==> config.mk <==
export PLATFORM = sky130hd
export DESIGN_NAME = fir_filter
export DESIGN_NICKNAME = d
export VERILOG_FILES = /design/src/rtl/fir_filter_pkg.sv /design/src/rtl/fir_round_sat.sv /design/src/rtl/fir_filter.sv
export SDC_FILE = /design/constraint.sdc
export NUM_CORES = 1
export LEC_CHECK = 0
export CORE_UTILIZATION = 55
export DETAILED_ROUTE_END_ITERATION = 12
export PLACE_DENSITY = 0.72
export SLEW_MARGIN = 10
export SYNTH_ARGS = -nofsm -noshare
export SYNTH_HDL_FRONTEND = slang
export SYNTH_SLANG_ARGS = --single-unit
==> constraint.sdc <==
create_clock -name clk -period 16 [get_ports clk]
set_clock_uncertainty 0.1 [all_clocks]
set_input_delay 4 -clock clk [delete_from_list [all_inputs] [get_ports clk]]
set_output_delay 4 -clock clk [all_outputs]
set_load 0.05 [all_outputs]
==> src/rtl/fir_filter_pkg.sv <==
// Shared constants, sample/coefficient/accumulator types and the
// default coefficient set for the streaming FIR filter.
package fir_filter_pkg;

    localparam int TAPS   = 16;
    localparam int DATA_W = 16;
    localparam int COEF_W = 16;
    localparam int ACC_W  = DATA_W + COEF_W + $clog2(TAPS);

    typedef logic signed [DATA_W-1:0] sample_t;
    typedef logic signed [COEF_W-1:0] coef_t;
    typedef logic signed [ACC_W-1:0]  acc_t;

    typedef coef_t coef_array_t [TAPS];

    // 16-tap moving average: each tap weighs 1/16 in Q1.15
    localparam coef_array_t DEFAULT_COEFFS = '{default: coef_t'(16'sh0800)};

endpackage

==> src/rtl/fir_round_sat.sv <==
// Combinational Q-format rescale of the accumulator: round half up,
// arithmetic shift, then clamp to the signed sample range.
module fir_round_sat #(
    parameter int ACC_W  = 36,
    parameter int DATA_W = 16,
    parameter int FRAC   = 15
) (
    input  logic signed [ACC_W-1:0]  acc,
    output logic signed [DATA_W-1:0] y
);

    localparam logic signed [ACC_W-1:0] HALF =
        {{(ACC_W-FRAC){1'b0}}, 1'b1, {(FRAC-1){1'b0}}};
    localparam logic signed [ACC_W-1:0] MAXV =
        {{(ACC_W-DATA_W+1){1'b0}}, {(DATA_W-1){1'b1}}};
    localparam logic signed [ACC_W-1:0] MINV =
        {{(ACC_W-DATA_W+1){1'b1}}, {(DATA_W-1){1'b0}}};

    logic signed [ACC_W-1:0] sum;
    logic signed [ACC_W-1:0] shifted;

    // round, rescale and clamp so the output never wraps
    always_comb begin
        sum     = acc + HALF;
        shifted = sum >>> FRAC;
        if (shifted > MAXV) begin
            y = {1'b0, {(DATA_W-1){1'b1}}};
        end else if (shifted < MINV) begin
            y = {1'b1, {(DATA_W-1){1'b0}}};
        end else begin
            y = shifted[DATA_W-1:0];
        end
    end

endmodule

==> src/rtl/fir_filter.sv <==
// Streaming direct-form FIR: delay line, single-cycle MAC sum and
// a registered, rounded and saturated output. Latency is 2 edges.
module fir_filter
    import fir_filter_pkg::*;
#(
    parameter int TAPS   = fir_filter_pkg::TAPS,
    parameter int DATA_W = fir_filter_pkg::DATA_W,
    parameter int COEF_W = fir_filter_pkg::COEF_W,
    parameter logic signed [COEF_W-1:0] COEFFS [TAPS] = DEFAULT_COEFFS
) (
    input  logic                     clk,
    input  logic                     reset,
    input  logic signed [DATA_W-1:0] inData,
    output logic signed [DATA_W-1:0] outData
);

    localparam int PW   = DATA_W + COEF_W;
    localparam int AW   = PW + $clog2(TAPS);

    logic signed [DATA_W-1:0] x [TAPS];
    logic signed [PW-1:0]     prod [TAPS];
    logic signed [AW-1:0]     acc;
    logic signed [DATA_W-1:0] y;

    // delay line: newest sample in x[0], older ones shift up
    always_ff @(posedge clk or negedge reset) begin
        if (!reset) begin
            for (int k = 0; k < TAPS; k++) begin
                x[k] <= '0;
            end
        end else begin
            x[0] <= inData;
            for (int k = 1; k < TAPS; k++) begin
                x[k] <= x[k-1];
            end
        end
    end

    // full-precision products summed with no intermediate truncation
    always_comb begin
        acc = '0;
        for (int k = 0; k < TAPS; k++) begin
            prod[k] = PW'(x[k]) * PW'(COEFFS[k]);
            acc     = acc + AW'(prod[k]);
        end
    end

    fir_round_sat #(
        .ACC_W  (AW),
        .DATA_W (DATA_W),
        .FRAC   (COEF_W - 1)
    ) u_round_sat (
        .acc (acc),
        .y   (y)
    );

    // registered output, cleared immediately on reset
    always_ff @(posedge clk or negedge reset) begin
        if (!reset) begin
            outData <= '0;
        end else begin
            outData <= y;
        end
    end

endmodule

# --- Yosys cells after proc, flatten, opt, wreduce, memory -nomap -nowiden ---
# Index checks and enable logic that the tools add are counted.
totals:
  ff_bits: 272
  latchBits: 0
  ramBits: 0
  rom_bits: 0
  output_inout_bits: 16
  word_cells: 37
  mem_count: 0
op_classes:
  addsub: 16
  multipliers: 0
  div: 0
  order_cmp: 2
  n_eq_ne: 0
  n_shift: 0
  n_mux: 2
  bitwise_logic: 0
  n_reduce_logical: 0
ops:
  columns: ["cell", "count"]
  rows:
  - ["$add A36 B27 Y36", 6]
  - ["$add A35 B27 Y36", 1]
  - ["$add A36 B16 Y36 const B", 1]
  - ["$add A34 B27 Y35", 1]
  - ["$add A33 B27 Y34", 1]
  - ["$add A32 B27 Y33", 1]
  - ["$add A31 B27 Y32", 1]
  - ["$mux W16", 2]
  - ["$add A30 B27 Y31", 1]
  - ["$add A29 B27 Y30", 1]
  - ["$add A28 B27 Y29", 1]
  - ["$add A27 B27 Y28", 1]
  - ["$gt A21 B16 Y1 const B", 1]
  - ["$lt A21 B16 Y1 const B", 1]

# --- Logic depth before layout (Yosys ltp) ---
logic_depth:
  depth_word: 19
  mapped_depth: 22
  ltp_nobuf: 21

# --- By module ---
# Synthesis repeated with hierarchy kept, for this count alone.
unflattened:
  cells_unflattened: 1170
  area_unflattened_um2: 14948.1
modules_own_cells:
  columns: ["mod", "n_inst", "cells_each", "area_per_inst_um2"]
  rows:
  - ["fir_filter", 1, 1033, 14014.7]
  - ["fir_round_sat", 1, 137, 933.4]

# --- Worst setup path before layout ---
# OpenSTA, ideal clock, no wires.
synth_timing:
  kind: "register to register"
  startpoint: "register x[206] (netlist bit)"
  endpoint: "register outData[4]"
  setup_ns: 0.076
  t_arrival_ns: 5.865
  required_time_ns: 15.824
  setup_slack_ns: 9.958
  path_stages_with_launch: 23
  cell_sequence: "dfrtp_1 inv_1 fa_1 inv_1 fa_1 inv_1 fa_1 inv_1 fa_1 fa_1 inv_1 fa_1 inv_1 ha_1 and4_4 and3_4 a2bb2oi_1 o221ai_2 o31a_4 o41ai_4 buf_6 nand3_1 o21ai_1"
synth_via:
  elab_chain_len: 17
synth_lines:
  columns: ["element", "line", "source"]
  rows:
  - ["start: declaration", "fir_filter.sv:20", "logic signed [DATA_W-1:0] x [TAPS];"]
  - ["start signal: indexed assignment", "fir_filter.sv:34", "x[k] <= x[k-1];"]
  - ["$add A29 B27 Y30 (*)", "fir_filter.sv:44", "acc = acc + AW'(prod[k]);"]
  - ["$add A30 B27 Y31 (*)", "fir_filter.sv:44", null]
  - ["$add A31 B27 Y32 (*)", "fir_filter.sv:44", null]
  - ["$add A32 B27 Y33 (*)", "fir_filter.sv:44", null]
  - ["$add A33 B27 Y34 (*)", "fir_filter.sv:44", null]
  - ["$add A34 B27 Y35 (*)", "fir_filter.sv:44", null]
  - ["$add A35 B27 Y36 (*)", "fir_filter.sv:44", null]
  - ["$add A36 B27 Y36 (*) (6 in series)", "fir_filter.sv:44", null]
  - ["$add A36 B16 Y36 (*)", "fir_round_sat.sv:24", "sum = acc + HALF;"]
  - ["$lt A21 B16 Y1", "fir_round_sat.sv:28", "end else if (shifted < MINV) begin"]
  - ["$mux W16", "fir_round_sat.sv:28", null]
  - ["$mux W16 (*)", "fir_round_sat.sv:26", "if (shifted > MAXV) begin"]
  - ["named net u_round_sat.y[4]", "fir_round_sat.sv:9", "output logic signed [DATA_W-1:0] y"]
  - ["end signal: assignment", "fir_filter.sv:62", "outData <= y;"]
  - ["end: declaration", "fir_filter.sv:14", "output logic signed [DATA_W-1:0] outData"]
# Mark *: on every way through the listed nets, which the timed path passes. The rest lies on a longest branch.

# --- Final worst setup path ---
layout_timing:
  startpoint: "register x[21] (netlist bit)"
  endpoint: "register outData[0]"
layout_via:
  elab_chain_len: 6
layout_lines:
  columns: ["element", "line"]
  rows:
  - ["$add A36 B27 Y36 (*) (2 in series)", "fir_filter.sv:44"]
  - ["$add A36 B16 Y36 (*)", "fir_round_sat.sv:24"]
  - ["$lt A21 B16 Y1", "fir_round_sat.sv:28"]
  - ["$mux W16", "fir_round_sat.sv:28"]
  - ["$mux W16 (*)", "fir_round_sat.sv:26"]
  - ["named net u_round_sat.y[0]", "fir_round_sat.sv:9"]
# Marked as above.

==> results.cfg <==
[clock_tree]
cts.clk_slew.worst_paths_ns = 0.07
htree_levels = 1
cts_resized = 0
cts_sinks = 272
cts_buffers = 29
clock_path_buffers = 3
clk_latency_ns = 0.55
hold_buffers = 0
post-cts-setup-buffer-count = 0
cts-root-buf = clkbuf_16
cts_tree = yes

[timing]
timing.slew.headroom_pct = 30.3
grt_setup_unrepaired = false
fmax_ghz = 0.146
setup_tns_ns = 0
fin_crit_ns = 6.84
finalCritPeriodShare_pct = 42.7
slew_viol_final = 0
setup_violations = 0
finalHoldViolCount = 0
tightestPinTransition_ns = 1.05

[logic_synthesis]
synthSimpleGateAreaFrac_pct = 2.50
synth_cell_type_count = 52
synthArstFlopShare_pct = 100
ys_seq_area_share_pct = 47.2
synth_ff_type = dfrtp_1
yosysWarnings = 0
synth_area_um2 = 14400
synth_compound_area_share_pct = 3.05
synth_cells = 1090
synth.area.mux_share_pct = 0
yosysTopAreaCellShare_pct = 47.2
ys_top_cells_by_area = dfrtp_1 47%, fa_1 32%, inv_1 10%, ha_1 3.6%, nand3_1 0.62%
synthTopCellsByCount = 399 x inv_1, 272 x dfrtp_1, 233 x fa_1
synth_xor_area_share_pct = 0.849
yosys.area.top_type = dfrtp_1
ys_ff_latch = 272
syn_nets = 1382
yosysMostFrequentCell = inv_1
synth_top_family_by_area = adder cells
synth_fa_ha_area_share_pct = 35.9
synth.avg_cell_area_um2 = 13.2
synth_edf_count = 0

[detailed_routing]
drtIter0Drc = 371
vias_per_cell = 4.63
drc = 0
wl_per_cell_um = 14.1
drt_wl_total_um = 21300
ant_nets = 0
firstDrtPassIters = 4
via_count = 6968

[layout]
drive_gt1_share_pct = 5.79
num_antenna_cells = 0
finalNetCount = 1443
area.growth.synth_to_final_pct = 12.1

[setup_path]
path_cells = inv_1 -> fa_1 -> inv_1 -> fa_1 -> fa_1 -> fa_1 -> fa_1 -> inv_1 -> fa_1 -> inv_1 -> ha_1 -> and2_4 -> a221o_1 -> o21bai_1 -> nand3_1 -> a21oi_1 -> o211ai_1 -> a22oi_1 -> o21ai_0
cpMaxStageDelayCell = a22oi_1
cp_common_cell = fa_1
crit_type = reg2reg
worstSetupStartpointType = flip-flop
cp-end-kind = flip-flop
slowest_delay_ns = 0.84
cp.required_ns = 16.26
path_buf_inv = 4
cpLargestDelayFamily = adder cells
arrival_ns = 7.10
critPathMaxFanout = 15

[global_route]
grt_pass1_wl_um = 38800
grt_pass1_vias = 8044
grt_start_max_net_pins = 127
antenna_found_initial = 0
grt_usage_pct = 18.6
overflow = 0

[worst_hold_path]
hp-class = reg2reg

[place]
dp_hpwl_um = 16200
port-buffer-count = 33
place_congestion = 0.793

[floorplan]
rows = 58
die_y_um = 164
die_area_um2 = 26900
pin_count = 34
core_um2 = 25500
die_x_um = 164
start_util_pct = 56.7

[outcome]
status = finished clean

[run]
maxCapViolations = 0
-- stage by stage --
stage                     util, %  cells  setup WS [ns]  hold slack (ns)  instance area (um^2)
final                        63.5   1504           9.16            0.266                 16200
after CTS                    63.5   1504           9.14            0.273                 16200
after detailed placement     59.5   1450           9.17            0.259                 15200
after floorplan                 -   1090           9.96            0.254                 14400
after global placement       59.5   1450           9.29            0.256                 15200
after global routing         63.5   1504           8.81            0.276                 16200
-- sequential cells by signal, summed over array words and instances, names as in the netlist --
register	flops
outData	16
x	256
-- placed cells by master, fill, tap and decap left out, types with 3 or more instances in the layout --
| master | netlist | routed |
|---|---|---|
| a21oi_1 | 17 | 17 |
| bufinv_16 | 0 | 4 |
| clkbuf_1 | 1 | 3 |
| clkbuf_16 | 0 | 29 |
| clkbuf_8 | 0 | 5 |
| clkdlybuf4s50_1 | 0 | 32 |
| clkinv_2 | 0 | 6 |
| clkinvlp_4 | 0 | 5 |
| dfrtp_1 | 272 | 272 |
| fa_1 | 233 | 233 |
| ha_1 | 41 | 41 |
| inv_1 | 399 | 399 |
| nand2_1 | 10 | 10 |
| nand3_1 | 18 | 18 |
| nor2_1 | 13 | 13 |
| nor2b_1 | 3 | 3 |
| nor3_1 | 3 | 3 |
| o21ai_0 | 8 | 8 |
| o21ai_1 | 11 | 11 |
| o21bai_1 | 3 | 3 |
| xnor2_1 | 8 | 8 |
| xor2_1 | 6 | 6 |
-- cell families (layout without fill, tap and decap cells) --
kind of cell,Yosys count,after routing
AO/OA/AOI/OAI,62,62
XOR/XNOR,14,14
adder cells (fa/ha/maj),274,274
buffers and inverters,404,488
flip-flops,272,272
AND/OR/NAND/NOR,64,64
-- final cells by class --
cell class                 count  area, um^2
sequential                   272        6810
multi-input combinational    414        6100
clock buffer                  37         806
tap                          330         413
fill                        1910        9290
timing repair buffer          35         350
clock inverter                17         205
inverter                     399        1500
-- layer usage --
metal / wire length [um] / part of all wire, % / up-vias / global-route usage [%]
li1: - / - / 3220 / -
met1: 9420 / 44 / 3636 / 26.6
met2: 10700 / 50 / 78 / 30.4
met3: 618 / 2.9 / 34 / 2.75
met4: 569 / 2.7 / 0 / 5.13
met5: 0 / 0 / - / 0
-- path summary, 6_finish.rpt --
check	start	to	slack, ns	cells past startpoint
max	x[21]	outData[0]	9.16	19
min	x[77]	x[61]	0.27	0
max reg2reg	x[21]	outData[0]	9.16	19
min reg2reg	x[77]	x[61]	0.27	0
max in group asynchronous	reset	x[94]	10.09	3
min in group asynchronous	reset	x[39]	3.43	1
Power is left out: the tool's default activity adds up to more than one toggle a clock period on the data nets, which glitch-free logic cannot reach.
